==> src/rtl/pca_const_loader.sv <==
// pca_const_loader: streams PCA coefficient words from an upstream source
// into the track fitter's constant memory as single-cycle write strobes.
// It also reports completion, a running checksum of the words written, and
// an error if the source stops delivering words for too long during a load.
module pca_const_loader #(
    parameter int DATA_W  = 32,
    parameter int ADDR_W  = 8,
    parameter int CNT_W   = 9,
    parameter int TIMEOUT = 255
) (
    input  logic              clk_i,
    input  logic              rst_i,
    input  logic              start_i,
    input  logic [ADDR_W-1:0] start_addr_i,
    input  logic [CNT_W-1:0]  word_count_i,
    input  logic              src_valid_i,
    input  logic [DATA_W-1:0] src_data_i,
    output logic              src_ready_o,
    output logic              mem_en_o,
    output logic              mem_rd_wr_o,
    output logic [ADDR_W-1:0] mem_add_o,
    output logic [DATA_W-1:0] mem_data_o,
    output logic              busy_o,
    output logic              done_o,
    output logic              error_o,
    output logic [DATA_W-1:0] checksum_o
);

    // The starve counter only has to reach TIMEOUT, so it is sized for that.
    localparam int STARVE_W = (TIMEOUT < 2) ? 1 : $clog2(TIMEOUT + 1);
    localparam logic [STARVE_W-1:0] STARVE_LAST = STARVE_W'(TIMEOUT - 1);

    typedef enum logic [1:0] {
        IDLE = 2'd0,
        LOAD = 2'd1,
        ERR  = 2'd2
    } state_t;

    state_t              state_q,     state_d;
    logic [ADDR_W-1:0]   addr_q,      addr_d;
    logic [CNT_W-1:0]    remaining_q, remaining_d;
    logic [DATA_W-1:0]   checksum_q,  checksum_d;
    logic [STARVE_W-1:0] starve_q,    starve_d;
    logic                mem_en_q,    mem_en_d;
    logic                mem_rd_wr_q, mem_rd_wr_d;
    logic [ADDR_W-1:0]   mem_add_q,   mem_add_d;
    logic [DATA_W-1:0]   mem_data_q,  mem_data_d;
    logic                busy_q,      busy_d;
    logic                done_q,      done_d;
    logic                error_q,     error_d;
    logic                handshake;

    // The source may hand over a word whenever a load still has words left.
    always_comb begin
        src_ready_o = (state_q == LOAD) && (remaining_q != '0);
        handshake   = src_valid_i && src_ready_o;
    end

    // Next-state logic: start handling, word transfer, and starvation timeout.
    always_comb begin
        state_d     = state_q;
        addr_d      = addr_q;
        remaining_d = remaining_q;
        checksum_d  = checksum_q;
        starve_d    = starve_q;
        mem_en_d    = 1'b0;
        mem_rd_wr_d = 1'b0;
        mem_add_d   = mem_add_q;
        mem_data_d  = mem_data_q;
        done_d      = 1'b0;
        error_d     = error_q;

        case (state_q)
            IDLE, ERR: begin
                if (start_i) begin
                    checksum_d = '0;
                    error_d    = 1'b0;
                    starve_d   = '0;
                    if (word_count_i != '0) begin
                        addr_d      = start_addr_i;
                        remaining_d = word_count_i;
                        state_d     = LOAD;
                    end else begin
                        // An empty load completes immediately without writes.
                        done_d  = 1'b1;
                        state_d = IDLE;
                    end
                end
            end

            LOAD: begin
                if (handshake) begin
                    mem_en_d    = 1'b1;
                    mem_rd_wr_d = 1'b1;
                    mem_add_d   = addr_q;
                    mem_data_d  = src_data_i;
                    addr_d      = addr_q + ADDR_W'(1);
                    remaining_d = remaining_q - CNT_W'(1);
                    checksum_d  = checksum_q + src_data_i;
                    starve_d    = '0;
                    if (remaining_q == CNT_W'(1)) begin
                        state_d = IDLE;
                        done_d  = 1'b1;
                    end
                end else if (!src_valid_i) begin
                    if (starve_q == STARVE_LAST) begin
                        state_d = ERR;
                        error_d = 1'b1;
                    end else begin
                        starve_d = starve_q + STARVE_W'(1);
                    end
                end
            end

            default: begin
                state_d = IDLE;
            end
        endcase

        busy_d = (state_d == LOAD);
    end

    // State and output registers, all cleared by the asynchronous reset.
    always_ff @(posedge clk_i or posedge rst_i) begin
        if (rst_i) begin
            state_q     <= IDLE;
            addr_q      <= '0;
            remaining_q <= '0;
            checksum_q  <= '0;
            starve_q    <= '0;
            mem_en_q    <= 1'b0;
            mem_rd_wr_q <= 1'b0;
            mem_add_q   <= '0;
            mem_data_q  <= '0;
            busy_q      <= 1'b0;
            done_q      <= 1'b0;
            error_q     <= 1'b0;
        end else begin
            state_q     <= state_d;
            addr_q      <= addr_d;
            remaining_q <= remaining_d;
            checksum_q  <= checksum_d;
            starve_q    <= starve_d;
            mem_en_q    <= mem_en_d;
            mem_rd_wr_q <= mem_rd_wr_d;
            mem_add_q   <= mem_add_d;
            mem_data_q  <= mem_data_d;
            busy_q      <= busy_d;
            done_q      <= done_d;
            error_q     <= error_d;
        end
    end

    // Registered outputs are driven straight from their flops.
    always_comb begin
        mem_en_o    = mem_en_q;
        mem_rd_wr_o = mem_rd_wr_q;
        mem_add_o   = mem_add_q;
        mem_data_o  = mem_data_q;
        busy_o      = busy_q;
        done_o      = done_q;
        error_o     = error_q;
        checksum_o  = checksum_q;
    end

endmodule

==> config.mk <==
export PLATFORM = sky130hd
export DESIGN_NAME = pca_const_loader
export DESIGN_NICKNAME = d
export VERILOG_FILES = /design/src/rtl/pca_const_loader.sv
export SDC_FILE = /design/constraint.sdc
export NUM_CORES = 1
export LEC_CHECK = 0
export ABC_AREA = 1
export BUFFER_PORTS_ARGS = -buffer_cell sky130_fd_sc_hd__buf_2
export CAP_MARGIN = 20
export CORE_UTILIZATION = 57
export DETAILED_ROUTE_END_ITERATION = 8
export PLACE_DENSITY_LB_ADDON = 0.08
export SETUP_SLACK_MARGIN = 0.3
export SLEW_MARGIN = 20
export SYNTH_ARGS = -nofsm -noshare
export SYNTH_HDL_FRONTEND = slang
export SYNTH_SLANG_ARGS = --single-unit
==> constraint.sdc <==
create_clock -name clk_i -period 3.6 [get_ports clk_i]
set_input_delay 0.36 -clock clk_i [delete_from_list [all_inputs] [get_ports clk_i]]
set_output_delay 0.36 -clock clk_i [all_outputs]
set_load 0.05 [all_outputs]
After elaboration in Yosys (flattened, before gate mapping)

Cells that the tools add are included.

Add/sub/neg operators: 4
Eq/ne operators: 13
Muxes and demuxes: 35
Reduce and logical (&&, ||, !) cells: 12

Operator list:

| kind                                                | number |
|---|---|
| two-way mux 32 bit                                  | 2 |
| one-hot mux 32 bit (2 select lines)                 | 1 |
| two-way mux 8 bit                                   | 7 |
| adder 32 bit                                        | 1 |
| one-hot mux 8 bit (2 select lines)                  | 2 |
| two-way mux 9 bit                                   | 3 |
| one-hot mux 9 bit (2 select lines)                  | 1 |
| nonzero test 9 bit                                  | 2 |
| adder 8 x 1 -> 8 bit, second input constant         | 2 |
| two-way mux 1 bit                                   | 11 |
| two-way mux 2 bit                                   | 5 |
| != test 2 bit, second input constant                | 5 |
| equality test 9 x 1 -> 1 bit, second input constant | 1 |
| subtractor 9 x 1 -> 9 bit, second input constant    | 1 |
| equality test 8 bit, second input constant          | 1 |
| AND reduction 4 bit                                 | 2 |
| != test 3 bit, second input constant                | 2 |
| AND reduction 5 bit                                 | 1 |
| equality test 2 x 1 -> 1 bit, second input constant | 2 |
| one-hot mux 1 bit (2 select lines)                  | 2 |
| one-hot mux 2 bit (2 select lines)                  | 1 |
| AND reduction 3 bit                                 | 1 |
| equality test 2 bit, second input constant          | 1 |
| logical AND 1 bit                                   | 2 |
| 5 further kinds                                     | 5 |

Register bits after elaboration: 103
Input port bits: 53
Output and inout port bits: 78
Logic and storage cells: 75

Logic depth before layout (Yosys ltp)

Depth after elaboration: 6
Gate-level depth with buffers: 14
Gate-level depth less buffers: 14

Worst setup path after synthesis

Ideal clock, no wire load.

Path type: reg-to-reg
Start: register checksum_q[0] (netlist: checksum_o[0])
End: register checksum_q[28] (netlist: checksum_o[28])
Library setup time: 118 ps
Data arrival time: 2,056 ps
Required time: 3,482 ps
Setup slack: 1,427 ps
Cell stages (with the launch flop): 14
Path through: dfrtp_1 -> ha_1 -> inv_1 -> fa_1 -> inv_1 -> nand3_1 -> nand3_1 -> nand3_1 -> nand3_1 -> nand2_1 -> nand2_1 -> nand2_1 -> nand3_1 -> nand2_1

Word-level cells in the longest chain between the ends: 3

RTL lines:

| item                                | RTL line | text |
|---|---|---|
| start, declared                     | 42       | `logic [DATA_W-1:0] checksum_q, checksum_d;` |
| start signal, assigned              | 142      | `checksum_q <= checksum_d;` |
| adder 32 bit                        | 99       | `checksum_d = checksum_q + src_data_i;` |
| two-way mux 32 bit                  | 92       | `if (handshake) begin` |
| one-hot mux 32 bit (2 select lines) | 73       | `case (state_q)` |

No other way between the ends. The select of a mux whose other input is x is not followed.
A chain may end at the register's enable or synchronous reset.

Final worst setup path

Start: register state_q[1]
End: register starve_q[3]

Word-level cells in the longest chain between the ends: 5
Elaborated cells between the ends (all ways): 13
Those cells by class: 5 x eq/ne; 2 x mux; 6 x reduce/logical

RTL lines:

| item                                                                                       | RTL line | text |
|---|---|---|
| start, declared                                                                            | 39       | `state_t state_q, state_d;` |
| start signal, assigned                                                                     | 139      | `state_q <= state_d;` |
| equality test 2 x 1 -> 1 bit                                                               | 55, 73   |  |
| logical AND 1 bit                                                                          | 55       | `src_ready_o = (state_q == LOAD) && (remaining_q != '0);` |
| logical AND 1 bit                                                                          | 56       | `handshake = src_valid_i && src_ready_o;` |
| != test 3 bit (no source line) or two-way mux 8 bit (tied branches)                        | -        |  |
| AND reduction 4 bit (no source line) or one-hot mux 8 bit (2 select lines) (tied branches) | -        |  |
| end signal, assigned                                                                       | 143      | `starve_q <= starve_d;` |
| end, declared                                                                              | 43       | `logic [STARVE_W-1:0] starve_q, starve_d;` |

Several ways; a longest one is shown, not always the timed one.

==> summary.md <==
| Metric | Value |
|---|---|
| Outcome | `finished with violations` |
| Failing checks | `design-rule violations` |
| Die area | `12500 sq um` |
| Synthesized area per cell | `around 6.7 sq um` |
| CP startpoint kind | `flop` |
| Layout net count | `about 1200` |
| Post-CTS sizing | `0` |
| Hold crit path type | `in2async` |
| Maximum VDD drop | `approximately 0.00062 V` |
| Number of buffers created by CTS | `9` |
| Post-Synthesis Cells | `~1000` |
| Fin. Hold Viols | `0` |
| Root buffer cell | `clkbuf_16` |
| WL/cell | `13.3 microns` |
| Post-synth EDFFs | `0` |
| Slew Limit Fails | `0` |
| Clk buf depth | `2` |
| RSZ-0062 raised after global routing | `no` |
| H-tree lvl count | `3` |
| Overall routing resource usage | `around 29%` |
| Rel. slew slack | `60.9%` |
| Max_cap viols | `0` |
| Dpl cell area | `7620 sq um` |
| Setup TNS | `0 ns` |
| Core area | `about 12000 sq um` |
| Via count | `6692` |
| CTS tree | `yes` |
| Reg clk slew, reported paths | `~0.07 ns` |
| Number of synthesized register bits | `103` |
| Final wirelength | `around 17 mm` |
| First-pass GRT wire length | `between 20 and 30 mm` |
| Worst-skew pair later-pin latency | `approximately 0.35 ns` |
| Clock Sinks | `around 100` |
| Setup violations, final | `0` |
| Vert. Die Dim | `around 110 microns` |
| DIE WIDTH | `112 microns` |
| Post-DP HPWL | `between 10 and 15 mm` |
| Leakage | `about 4.6 nW` |
| Share of cells above drive strength 1 | `between 10 and 15%` |
| Synth Area in XOR/XNOR | `1.53%` |
| Synth Area in Compound Gates | `8.71%` |
| Largest net degree at the start of global routing | `around 100` |
| Top cell type's share of synthesized area | `between 30% and 40%` |
| Post-Syn Area | `about 7000 sq um` |
| DR pass1 iterations | `7` |
| Yosys top cell by area | `dfrtp_1` |
| # hold bufs at CTS | `0` |
| Max Clk Rate | `roughly 390 MHz` |
| CP required | `around 3.8 ns` |
| GPL Wtd Cong | `just over 0.9` |
| Post-CTS Setup Bufs | `0` |
| Top Ports | `around 130` |
| Slew at the pin closest to its max-slew limit | `0.586 ns` |
| Vias in the first global route | `slightly above 6000` |
| Max FO, Critical Path | `33` |
| Initial Util | `59.5%` |
| Tmin final | `2.54 ns` |
| Syn_nets | `around 1100` |
| Asr flop ratio synth | `between 90% and 100%` |
| DRT antenna net count | `0` |
| Netlist cell types | `37` |
| Register area share after synthesis | `between 30% and 40%` |
| Top-count cell post-synth | `nand2_1` |
| Antenna diodes | `0` |
| Mux contribution to synthesized area | `less than 1%` |
| Synth top cells by count | `nand2_1 (441), inv_1 (142), dfrtp_1 (103)` |
| Port buffer count | `130` |
| Largest family of logic cells by synthesized area | `simple AND/OR/NAND/NOR gates` |
| DRC violations left | `10` |
| Initial DRC count | `between 400 and 500` |
| Critical path type | `reg2reg` |
| Initial antenna violation count | `0` |
| YS warnings | `0` |
| Worst R2R Path Depth | `10` |
| PwrDens | `~990 nW/um^2` |
| Overflow after GRT | `0` |
| Layout Skew | `between 0.004 and 0.005 ns` |
| Critical Path Sink Type | `flop` |
| Simple-Gate Fraction of Synth Area | `35.1%` |
| Tcrit/Tclk final | `70.4%` |
| Area contributors post-synth | `dfrtp_1 (37%), nand2_1 (24%), inv_1 (7.7%)` |
| Synth Flop Type | `dfrtp_1` |
| Final instance area | `between 7000 and 8000 sq um` |
| DR vias/cell | `around 5.1` |
| Area Overhead vs Synth | `14.7%` |
| Row Count | `39` |
| Adder-Cell Fraction of Synth Area | `under 10%` |
| Arrival time worst endpoint | `2.78 ns` |
## layout by cell type (no fill, tap or decap), types with 2 or more instances in the layout
cell and n:
o21ai_1 15, a21oi_1 40, clkinv_2 2, xnor2_1 7
inv_6 2, dfrtp_1 103, o21ai_0 36, nand4_1 7
a31oi_1 6, ha_1 37, nand2_1 441, clkbuf_16 9
buf_2 130, nand3_1 53, inv_4 3, nand3b_1 2
o21bai_1 3, nand2_4 4, xor2_1 5, inv_2 3
nor2_2 2, inv_1 141, buf_4 3, nor2_1 76
nor3_1 10, o31ai_1 5
## where the power goes
group,switching (W),total (W),internal [W]
clock,0.000442,0.000915,0.000473
sequential,0.000331,0.00196,0.00163
combinational,0.00357,0.00491,0.00135
total,0.00434,0.00779,0.00345
## path summary, 6_finish.rpt
kind,from,to,slack [ns]
setup reg to reg,state_q[1],starve_q[3],1.06
hold reg to reg,mem_data_o[15],mem_data_o[15],0.47
max in group asynchronous,rst_i,checksum_o[10],3.05
setup / recovery,state_q[1],starve_q[3],1.06
min in group clk_i,src_data_i[19],mem_data_o[19],0.22
hold / removal,rst_i,mem_add_o[2],0.12
## metrics by stage
step | hold WS, ns | total power, W | worst slack [ns] | std cells | util [%]
after floorplan | 0.470 | 0.00580 | 0.536 | 1033 | -
after global placement | 0.457 | 0.00679 | 1.16 | 1287 | 65.9
after detailed placement | 0.459 | 0.00685 | 1.09 | 1287 | 65.9
after CTS | 0.155 | 0.00779 | 1.07 | 1303 | 68.2
after global routing | 0.190 | 0.00845 | 0.872 | 1303 | 68.2
final | 0.124 | 0.00779 | 1.06 | 1303 | 68.2
## routing by layer
layer | global-route usage, % | routed length [microns] | up-vias
met5 | 0 | 0 | -
li1 | - | - | 3447
met1 | 39.6 | 8120 | 3035
met3 | 5.88 | 964 | 20
met2 | 47.0 | 7950 | 190
met4 | 6.67 | 244 | 0
## cell families after synthesis
family                     after synthesis
and+or+nand+nor                        599
AOI/OAI and AO/OA                      110
xor gates and xnor gates                12
buffers and inverters                  170
adders and majority gates               38
muxes                                    1
DFF                                    103
## registers in the layout, indices dropped and copies added (netlist names)
signal       flops
state_q          2
remaining_q      9
checksum_o      32
addr_q           8
done_o           1
starve_q         8
mem_rd_wr_o      1
mem_data_o      32
mem_add_o        8
busy_o           1
error_o          1
## final cells by class
class | instances | area [sq um]
fill | 1088 | 3670
multi-input combinational | 760 | 3610
sequential | 103 | 2580
timing repair buffer | 134 | 693
inverter | 147 | 559
clock buffer | 10 | 229
tap | 143 | 179
clock inverter | 6 | 43.8
## worst max-delay path, cell delays in order, from the launching register on
cell	delay, ns
dfrtp_1	0.45
nor2_8	0.36
inv_2	0.30
nor2_2	0.20
nand2_2	0.23
nand2_4	0.19
nand2_4	0.25
nand2_4	0.24
inv_4	0.07
nand2_1	0.07
nand2_1	0.06
Note: power is estimated with default switching activity, not from simulation.
